### src/rtl/ece593_alu_pkg.sv
// Shared definitions for the parametrised ECE593 ALU: opcodes, FSM states
// and the helper that fits the ID constant into the result width.
package ece593_alu_pkg;

  typedef enum logic [2:0] {
    OP_NOP      = 3'b000,
    OP_ADD      = 3'b001,
    OP_SUB      = 3'b010,
    OP_XOR      = 3'b011,
    OP_MUL      = 3'b100,
    OP_AND      = 3'b101,
    OP_DISP     = 3'b110,
    OP_DISP_ALT = 3'b111
  } op_t;

  typedef enum logic {
    ST_IDLE     = 1'b0,
    ST_MUL_WAIT = 1'b1
  } state_t;

  localparam int ID_MAX_W = 128;

  // Zero-extends or truncates a 32-bit ID word to 'width' bits; the caller
  // casts the return value down to its own result width.
  function automatic logic [ID_MAX_W-1:0] pack_id(input logic [31:0] id,
                                                  input int width);
    logic [ID_MAX_W-1:0] packed_id;
    packed_id = '0;
    for (int i = 0; i < 32; i++) begin
      if (i < width) packed_id[i] = id[i];
    end
    return packed_id;
  endfunction

endpackage

### src/rtl/ece593_alu_mul.sv
// Unsigned DATA_W x DATA_W multiplier. The product is formed when the op is
// issued and shifted through MUL_LAT-1 stages alongside a valid bit; the
// top's result register is the final stage, giving MUL_LAT stages in total.
module ece593_alu_mul
  import ece593_alu_pkg::*;
#(
  parameter int DATA_W  = 16,
  parameter int MUL_LAT = 3
) (
  input  logic                  clk,
  input  logic                  reset_n,
  input  logic                  start_i,
  input  logic [DATA_W-1:0]     a_i,
  input  logic [DATA_W-1:0]     b_i,
  output logic [2*DATA_W-1:0]   product_o,
  output logic                  valid_o
);

  localparam int RES_W = 2 * DATA_W;
  localparam int DEPTH = MUL_LAT - 1;

  logic [RES_W-1:0] prod_q [DEPTH];
  logic [DEPTH-1:0] valid_q;

  // Valid pipeline: cleared by reset so an abandoned multiply never completes.
  always_ff @(posedge clk) begin
    // NOTE: sequential state uses non-blocking assignments so every stage
    // samples the value its predecessor held before this edge.
    if (!reset_n) begin
      valid_q <= '0;
    end else begin
      valid_q[0] <= start_i;
      for (int i = 1; i < DEPTH; i++) valid_q[i] <= valid_q[i-1];
    end
  end

  // Product pipeline: stage 0 captures the full product at issue.
  always_ff @(posedge clk) begin
    // NOTE: datapath stages carry no reset; they are only consumed when the
    // matching valid bit, which is reset, says so.
    if (start_i) prod_q[0] <= RES_W'(a_i) * RES_W'(b_i);
    for (int i = 1; i < DEPTH; i++) prod_q[i] <= prod_q[i-1];
  end

  assign product_o = prod_q[DEPTH-1];
  assign valid_o   = valid_q[DEPTH-1];

endmodule

### src/rtl/ece593_alu_param.sv
// Parametrised ALU with start/busy/end handshake. Single-cycle ops complete
// one edge after issue; MUL holds busy while the multiplier pipeline drains.
// Optional build macro: ECE593_ALU_FLAGS_EN adds zero_flag and carry_flag.
module ece593_alu_param
  import ece593_alu_pkg::*;
#(
  parameter int          DATA_W  = 16,
  parameter int          MUL_LAT = 3,
  parameter logic [31:0] ID_WORD = 32'h4E494B4F
) (
  input  logic                clk,
  input  logic                reset_n,
  input  logic                start_op,
  input  logic [2:0]          op_sel,
  input  logic [DATA_W-1:0]   A,
  input  logic [DATA_W-1:0]   B,
  output logic                busy,
  output logic                end_op,
  output logic [2*DATA_W-1:0] result
`ifdef ECE593_ALU_FLAGS_EN
  ,
  output logic                zero_flag,
  output logic                carry_flag
`endif
);

  localparam int RES_W = 2 * DATA_W;
  localparam int CNT_W = $clog2(MUL_LAT) + 1;

  state_t             state_q, state_d;
  logic [CNT_W-1:0]   cnt_q, cnt_d;
  logic               end_q, end_d;
  logic [RES_W-1:0]   result_q, result_d;
  logic [RES_W-1:0]   alu_res;
  logic [RES_W-1:0]   a_ext, b_ext;
  logic [RES_W-1:0]   mul_product;
  logic               mul_valid;
  logic               issue;
  op_t                op;

`ifdef ECE593_ALU_FLAGS_EN
  logic               alu_carry;
  logic               zero_q, zero_d;
  logic               carry_q, carry_d;
`endif

  assign op    = op_t'(op_sel);
  assign issue = start_op && (state_q == ST_IDLE);
  assign a_ext = RES_W'(A);
  assign b_ext = RES_W'(B);

  ece593_alu_mul #(
    .DATA_W  (DATA_W),
    .MUL_LAT (MUL_LAT)
  ) u_mul (
    .clk       (clk),
    .reset_n   (reset_n),
    .start_i   (issue && (op == OP_MUL)),
    .a_i       (A),
    .b_i       (B),
    .product_o (mul_product),
    .valid_o   (mul_valid)
  );

  // Single-cycle datapath evaluated on the operands presented at issue.
  always_comb begin
    // NOTE: every variable gets a default first so no path infers a latch.
    alu_res = '0;
`ifdef ECE593_ALU_FLAGS_EN
    alu_carry = 1'b0;
`endif
    case (op)
      OP_ADD: begin
        alu_res = a_ext + b_ext;
`ifdef ECE593_ALU_FLAGS_EN
        alu_carry = alu_res[DATA_W];
`endif
      end
      OP_SUB: begin
        alu_res = a_ext - b_ext;
`ifdef ECE593_ALU_FLAGS_EN
        alu_carry = (A < B);
`endif
      end
      OP_XOR:              alu_res = a_ext ^ b_ext;
      OP_AND:              alu_res = a_ext & b_ext;
      OP_DISP, OP_DISP_ALT: alu_res = RES_W'(pack_id(ID_WORD, RES_W));
      default:             alu_res = '0;
    endcase
  end

  // Next-state, counter and completion logic for the handshake FSM.
  always_comb begin
    state_d  = state_q;
    cnt_d    = cnt_q;
    end_d    = 1'b0;
    result_d = result_q;
`ifdef ECE593_ALU_FLAGS_EN
    zero_d   = zero_q;
    carry_d  = carry_q;
`endif
    case (state_q)
      ST_IDLE: begin
        if (start_op) begin
          if (op == OP_MUL) begin
            state_d = ST_MUL_WAIT;
            cnt_d   = CNT_W'(MUL_LAT - 1);
          end else begin
            end_d    = 1'b1;
            result_d = alu_res;
`ifdef ECE593_ALU_FLAGS_EN
            carry_d  = alu_carry;
`endif
          end
        end
      end
      ST_MUL_WAIT: begin
        if ((cnt_q == CNT_W'(1)) && mul_valid) begin
          state_d  = ST_IDLE;
          cnt_d    = '0;
          end_d    = 1'b1;
          result_d = mul_product;
`ifdef ECE593_ALU_FLAGS_EN
          carry_d  = 1'b0;
`endif
        end else if (cnt_q > CNT_W'(1)) begin
          cnt_d = cnt_q - CNT_W'(1);
        end
      end
      default: state_d = ST_IDLE;
    endcase
`ifdef ECE593_ALU_FLAGS_EN
    if (end_d) zero_d = (result_d == '0);
`endif
  end

  // State, counter and output registers with synchronous active-low reset.
  always_ff @(posedge clk) begin
    if (!reset_n) begin
      state_q  <= ST_IDLE;
      cnt_q    <= '0;
      end_q    <= 1'b0;
      result_q <= '0;
`ifdef ECE593_ALU_FLAGS_EN
      zero_q   <= 1'b0;
      carry_q  <= 1'b0;
`endif
    end else begin
      state_q  <= state_d;
      cnt_q    <= cnt_d;
      end_q    <= end_d;
      result_q <= result_d;
`ifdef ECE593_ALU_FLAGS_EN
      zero_q   <= zero_d;
      carry_q  <= carry_d;
`endif
    end
  end

  assign busy   = (state_q == ST_MUL_WAIT);
  assign end_op = end_q;
  assign result = result_q;
`ifdef ECE593_ALU_FLAGS_EN
  assign zero_flag  = zero_q;
  assign carry_flag = carry_q;
`endif

endmodule

### config.mk
export PLATFORM = sky130hd
export DESIGN_NAME = ece593_alu_param
export DESIGN_NICKNAME = d
export VERILOG_FILES = /design/src/rtl/ece593_alu_pkg.sv /design/src/rtl/ece593_alu_mul.sv /design/src/rtl/ece593_alu_param.sv
export SDC_FILE = /design/constraint.sdc
export NUM_CORES = 1
export LEC_CHECK = 0
export CORE_MARGIN = 2
export CORE_UTILIZATION = 53
export DETAILED_ROUTE_END_ITERATION = 16
export DONT_BUFFER_PORTS = 1
export PLACE_DENSITY = 0.68
export SYNTH_ARGS = -nofsm -noshare
export SYNTH_HDL_FRONTEND = slang
export SYNTH_SLANG_ARGS = --single-unit
### constraint.sdc
create_clock -name clk -period 8.9 [get_ports clk]
set_clock_uncertainty 0.1 [all_clocks]
set_input_delay 0.89 -clock clk [delete_from_list [all_inputs] [get_ports clk]]
set_output_delay 0.89 -clock clk [all_outputs]
set_load 0.005 [all_outputs]
Word level (Yosys, flattened, before mapping):

Memories as Yosys holds them, arrays and structs flattened.
Index checks and enable logic that the tools add are counted.

* bits in latches: 0
* flip-flop bits (word level): 39
* logic and storage cells: 53
* memories: 1
* bits in read-only memories: 0
* bits in writable memories: 64

* $lt $le $gt $ge: 1
* $mul: 1
* shift-type cells: 0
* divide/modulo/power cells: 0
* bitwise gates (word level): 3
* mux-type cells: 20
* equality and inequality tests: 13
* add/subtract/negate cells: 3
* reductions and logical operators: 6

Memory list
* u_mul.prod_q: words 2, width 32, read ports 2, clocked after memory_dff 0, wr ports 2, line ece593_alu_mul.sv:22 `logic [RES_W-1:0] prod_q [DEPTH];`

Operator list (count)
* 32-bit one-hot mux with 5 select lines: 1
* 32-bit 2-to-1 mux: 3
* 32-bit one-hot mux with 2 select lines: 1
* 16-bit by 16-bit multiplier with 32-bit output: 1
* 16-bit by 16-bit adder with 17-bit output: 1
* 16-bit by 16-bit subtractor with 17-bit output: 1
* 16-bit AND: 1
* 16-bit XOR: 1
* 3-bit == test, second input constant: 4
* 3-bit 2-to-1 mux: 4
* 1-bit 2-to-1 mux: 8
* 3-bit by 1-bit == test with 1-bit output, second input constant: 2
* 3-bit by 2-bit == test with 1-bit output, second input constant: 2
* 3-bit one-hot mux with 2 select lines: 1
* 3-bit AND reduction: 2
* 2-bit by 1-bit inequality test with 1-bit output, second input constant: 2
* 2-bit inequality test, second input constant: 2
* 1-bit one-hot mux with 2 select lines: 2
* 3-bit by 1-bit > comparator with 1-bit output, second input constant: 1
* 1-bit logical AND: 3
* 3-bit by 1-bit inequality test with 1-bit output, second input constant: 1
* 3-bit by 1-bit subtractor with 3-bit output, second input constant: 1
* 2-bit OR reduction: 1
* 1-bit inverter: 1

Logic depth before layout (Yosys ltp):

* depth after elaboration: 6
* depth in mapped cells: 23

Hierarchy:

Synthesis repeated with hierarchy kept, for this count alone.

* cells, all modules: 1627
* area total of the unflattened synthesis: 14271.2 um^2

By module, submodules not included
* ece593_alu_mul: instances 1, cells an instance 1083, seq. area each 1641.6 um^2, area an instance 10403.7 um^2
* ece593_alu_param: instances 1, cells an instance 544, seq. area each 740.7 um^2, area an instance 3867.5 um^2

Least setup slack after synthesis:

Ideal clock, no wire load.

* path type: input port to flip-flop
* start: in B[1]
* end: mem u_mul.prod_q[0][31] (netlist name), data pin
* stages: 20
* slack: 2.199 ns
* data required time: 8.532 ns
* data arrival time: 6.332 ns
* setup time: 0.268 ns
* path through: clkbuf_1 -> nand2_1 -> fa_1 -> fa_1 -> fa_1 -> inv_1 -> fa_1 -> fa_1 -> inv_1 -> fa_1 -> inv_1 -> ha_1 -> a21o_1 -> a221o_1 -> o21bai_4 -> a41oi_2 -> a211oi_2 -> a41o_1 -> o41ai_2 -> a31oi_1

RTL lines
* start: declaration: line ece593_alu_param.sv:16 `input logic [DATA_W-1:0] B,`
* end: declaration: line ece593_alu_mul.sv:22

==> out/metrics.csv <==
metric,value,unit
outcome,finished clean,
M1 GR Usage,38.18,%
layout cell share with drive strength beyond 1,2.797,%
TritonRoute pass-1 iters,5,
Synthesized Nets,1887,
placed cell count,1780,
Post-CTS Setup Bufs,0,
Final Max Tran Viols,0,
GRT Overall Usage,27.59,%
WHS Path Cells,0,
Static Leak,6.657,nW
Worst VDD drop,0.5557,mV
Clk pwr share,7.4,%
CTS root buffer,clkbuf_16,
total gr overflow,0,
r2r setup slk,6280,ps
startpoint types,input port,
arrival time of the worst setup path,6650,ps
Tcrit/Tclk final,74.80,%
# DRC,0,
DP HPWL,27250,um
Post-Route WL,35620,um
core area,25110,um^2
crit path cell chain,ha_1 -> inv_1 -> fa_1 -> inv_1 -> fa_1 -> inv_1 -> fa_1 -> inv_1 -> fa_1 -> fa_1 -> inv_1 -> fa_1 -> inv_1 -> ha_1 -> and3_2 -> a221o_1 -> o21bai_4 -> a41oi_2 -> a211oi_2 -> a41o_1 -> o41ai_2 -> a31oi_1,
final hold vios,0,
capturing element type of the critical path,flop,
first-pass GRT wire length,57010,um
Clock Path Buffers,2,
Worst Reg-to-Reg Cells,8,
NetSw,2.675,mW
R2R Path End,result[16]$_SDFFE_PN0P_,
met3 GRT Util,3.073,%
area grow syn2layout,3.526,%
busiest layer in global routing,met2,
"leading cell type in the layout, fill and taps excluded",inv_1,
Clock Latency Late Sink,350,ps
RR Startpoint,cnt_q[1]$_SDFFE_PN0P_,
top cell type by total area after synthesis,fa_1,
clk slew on worst S/H paths,80,ps
Resized Gates After CTS,0,
Internal Power,2.719,mW
IO Pins,72,
max_cap viols,0,
Die Ht,163.5,um
Logic pwr share,77.3,%
Die W,163.5,um
CTS Sinks,103,
"EDFF count, synth",32,
htree depth,3,
Max Fclk,0.1502,GHz
WS Path Type,input port to flop,
most frequent cells in the layout,"276 x inv_1, 196 x fa_1, 187 x nand2_1, 138 x ha_1, 105 x and2_1",
initial antenna violation count,1,
PD cells,386.4,nW/um^2
placed cell area,13660,um^2
CTS tree,done,
Relative slew margins,31.70,%
FILL cells,2343,
Worst path max stage delay,540,ps
"Top FF cell, synth",dfxtp_1,
TNS Setup,0,ps
Worst Hold Class,flop to flop,
wire length per cell,19.83,um
Post-Syn Area,13480,um^2
DR vias,10370,
Hold Path End,u_mul.prod_q[0][46]$_DFF_P_,
Tightest Pin Transition,1015,ps
gpl congestion,0.8847,
Starting Density,53.69,%
synthesized area per cell,8.899,um^2
row cnt,58,
Synth cell types,72,
Post-Synthesis Cells,1515,
Hold Crit Start,u_mul.prod_q[0][14]$_DFFE_PP_,
#FFs+latches synth,103,
RSZ-0062 raised after global routing,no,
Port-buffer cells,0,
largest net degree at the start of global routing,49,
drt via density,5.771,
Post-DRT Antenna Nets,0,
setup violators final,0,
YS warnings,0,
"top cells by area, synth","fa_1 29%, ha_1 13%, dfxtp_1 11%",
Antenna diodes,0,
Tmin final,6657,ps
DR iter-0 viols,874,
Critical Path Slowest Stage Cell,fa_1,
sequential fraction of design power,15.3,%
vias in the first global route,10540,
Num CTS Buffers,9,
nets,1833,
post-synthesis sequential area ratio,17.67,%
cts hold-fix bufs,0,
post-synth top area share,29.10,%
non-filler instance count after layout,1796,
Die ar.,26730,um^2
Post-synth ARST share,0,%
worst-path fanout max,17,
post-route cell area,13960,um^2
met2 Usage GRT,46.32,%
CP required,8900,ps
Sw Ratio,49.59,%
==> flip-flops by register name, indices dropped and copies added (netlist names) <==
signal,count
result,32
u_mul.prod_q,64
busy,1
u_mul.valid_q,2
cnt_q,3
end_op,1
==> logic make-up after synthesis <==
family	Yosys count	share of synthesized area, %
buffers and inverters	345	9.652
DFF	103	17.67
adders and majority gates	334	41.91
AOI/OAI and AO/OA	264	12.98
muxes	1	0.08352
and+or+nand+nor	426	14.97
xor gates and xnor gates	42	2.729
==> per-layer routing <==
metal  vias up  wire length [um]
li1       4753                 -
met1      5178             15890
met2       388             16840
met3        46              2208
met4         0               677
met5         -                 0
==> power groups by stage <==
| stage | clock network, mW | logic, mW | registers [mW] |
|---|---|---|---|
| floorplan | 0 | 3.09 | 0.818 |
| global placement | 0 | 3.98 | 0.834 |
| detailed placement | 0 | 4.07 | 0.836 |
| CTS | 0.403 | 4.09 | 0.825 |
| global route | 0.421 | 4.63 | 0.834 |
| finish | 0.398 | 4.17 | 0.825 |
==> layout make-up <==
class,count,area (um^2),area share (%)
repair buffers,3,22.52,0.1614
multi-input cells,1067,9803,70.24
inverters,277,1040,7.450
flip-flops and latches,103,2382,17.07
well taps,330,412.9,2.958
clock buffers,9,225.2,1.614
clock inverters,7,71.32,0.5110
==> cells in the mapped netlist (all sizes together) (8+ instances only) <==
cell type	n
fa	196
o21ai	59
xor2	16
ha	138
nand2	187
nor3	18
a221oi	8
a211oi	10
and3	9
dfxtp	71
nor2	62
a21oi	76
buf	8
nor2b	8
a21o	22
nand3	15
a31oi	16
inv	276
and2	105
edfxtp	32
clkbuf	60
xnor2	26
==> through the flow <==
step / hold slack [ps] / util (%) / power, mW / worst slack (ps)
final: 243.9 / 55.59 / 5.394 / 2243
after global routing: 252.2 / 55.59 / 5.883 / 1960
after CTS: 244.1 / 55.59 / 5.322 / 2230
after detailed placement: 226.9 / 54.41 / 4.903 / 1858
after global placement: 225.2 / 54.41 / 4.811 / 1977
after floorplan: 223.3 / - / 3.908 / 2199
==> worst max-delay path by stage <==
stage | from | endpoint | slack (ps) | depth (start not counted)
detailed placement | A[7] | u_mul.prod_q[0][31]$_DFFE_PP_ | 1860 | 22
floorplan | B[1] | u_mul.prod_q[0][31]$_DFFE_PP_ | 2200 | 20
finish | A[7] | u_mul.prod_q[0][31]$_DFFE_PP_ | 2240 | 22
CTS | A[7] | u_mul.prod_q[0][31]$_DFFE_PP_ | 2230 | 22
global route | A[7] | u_mul.prod_q[0][31]$_DFFE_PP_ | 1960 | 22
global placement | A[7] | u_mul.prod_q[0][31]$_DFFE_PP_ | 1980 | 22
==> critical path: cells and delay by family <==
family          cells  cell delay [ps]
compound gates      7             1570
fa+ha+maj           8             3600
buf+inv             6              380
simple gates        1              190
Note: power is estimated with default switching activity, not from simulation.
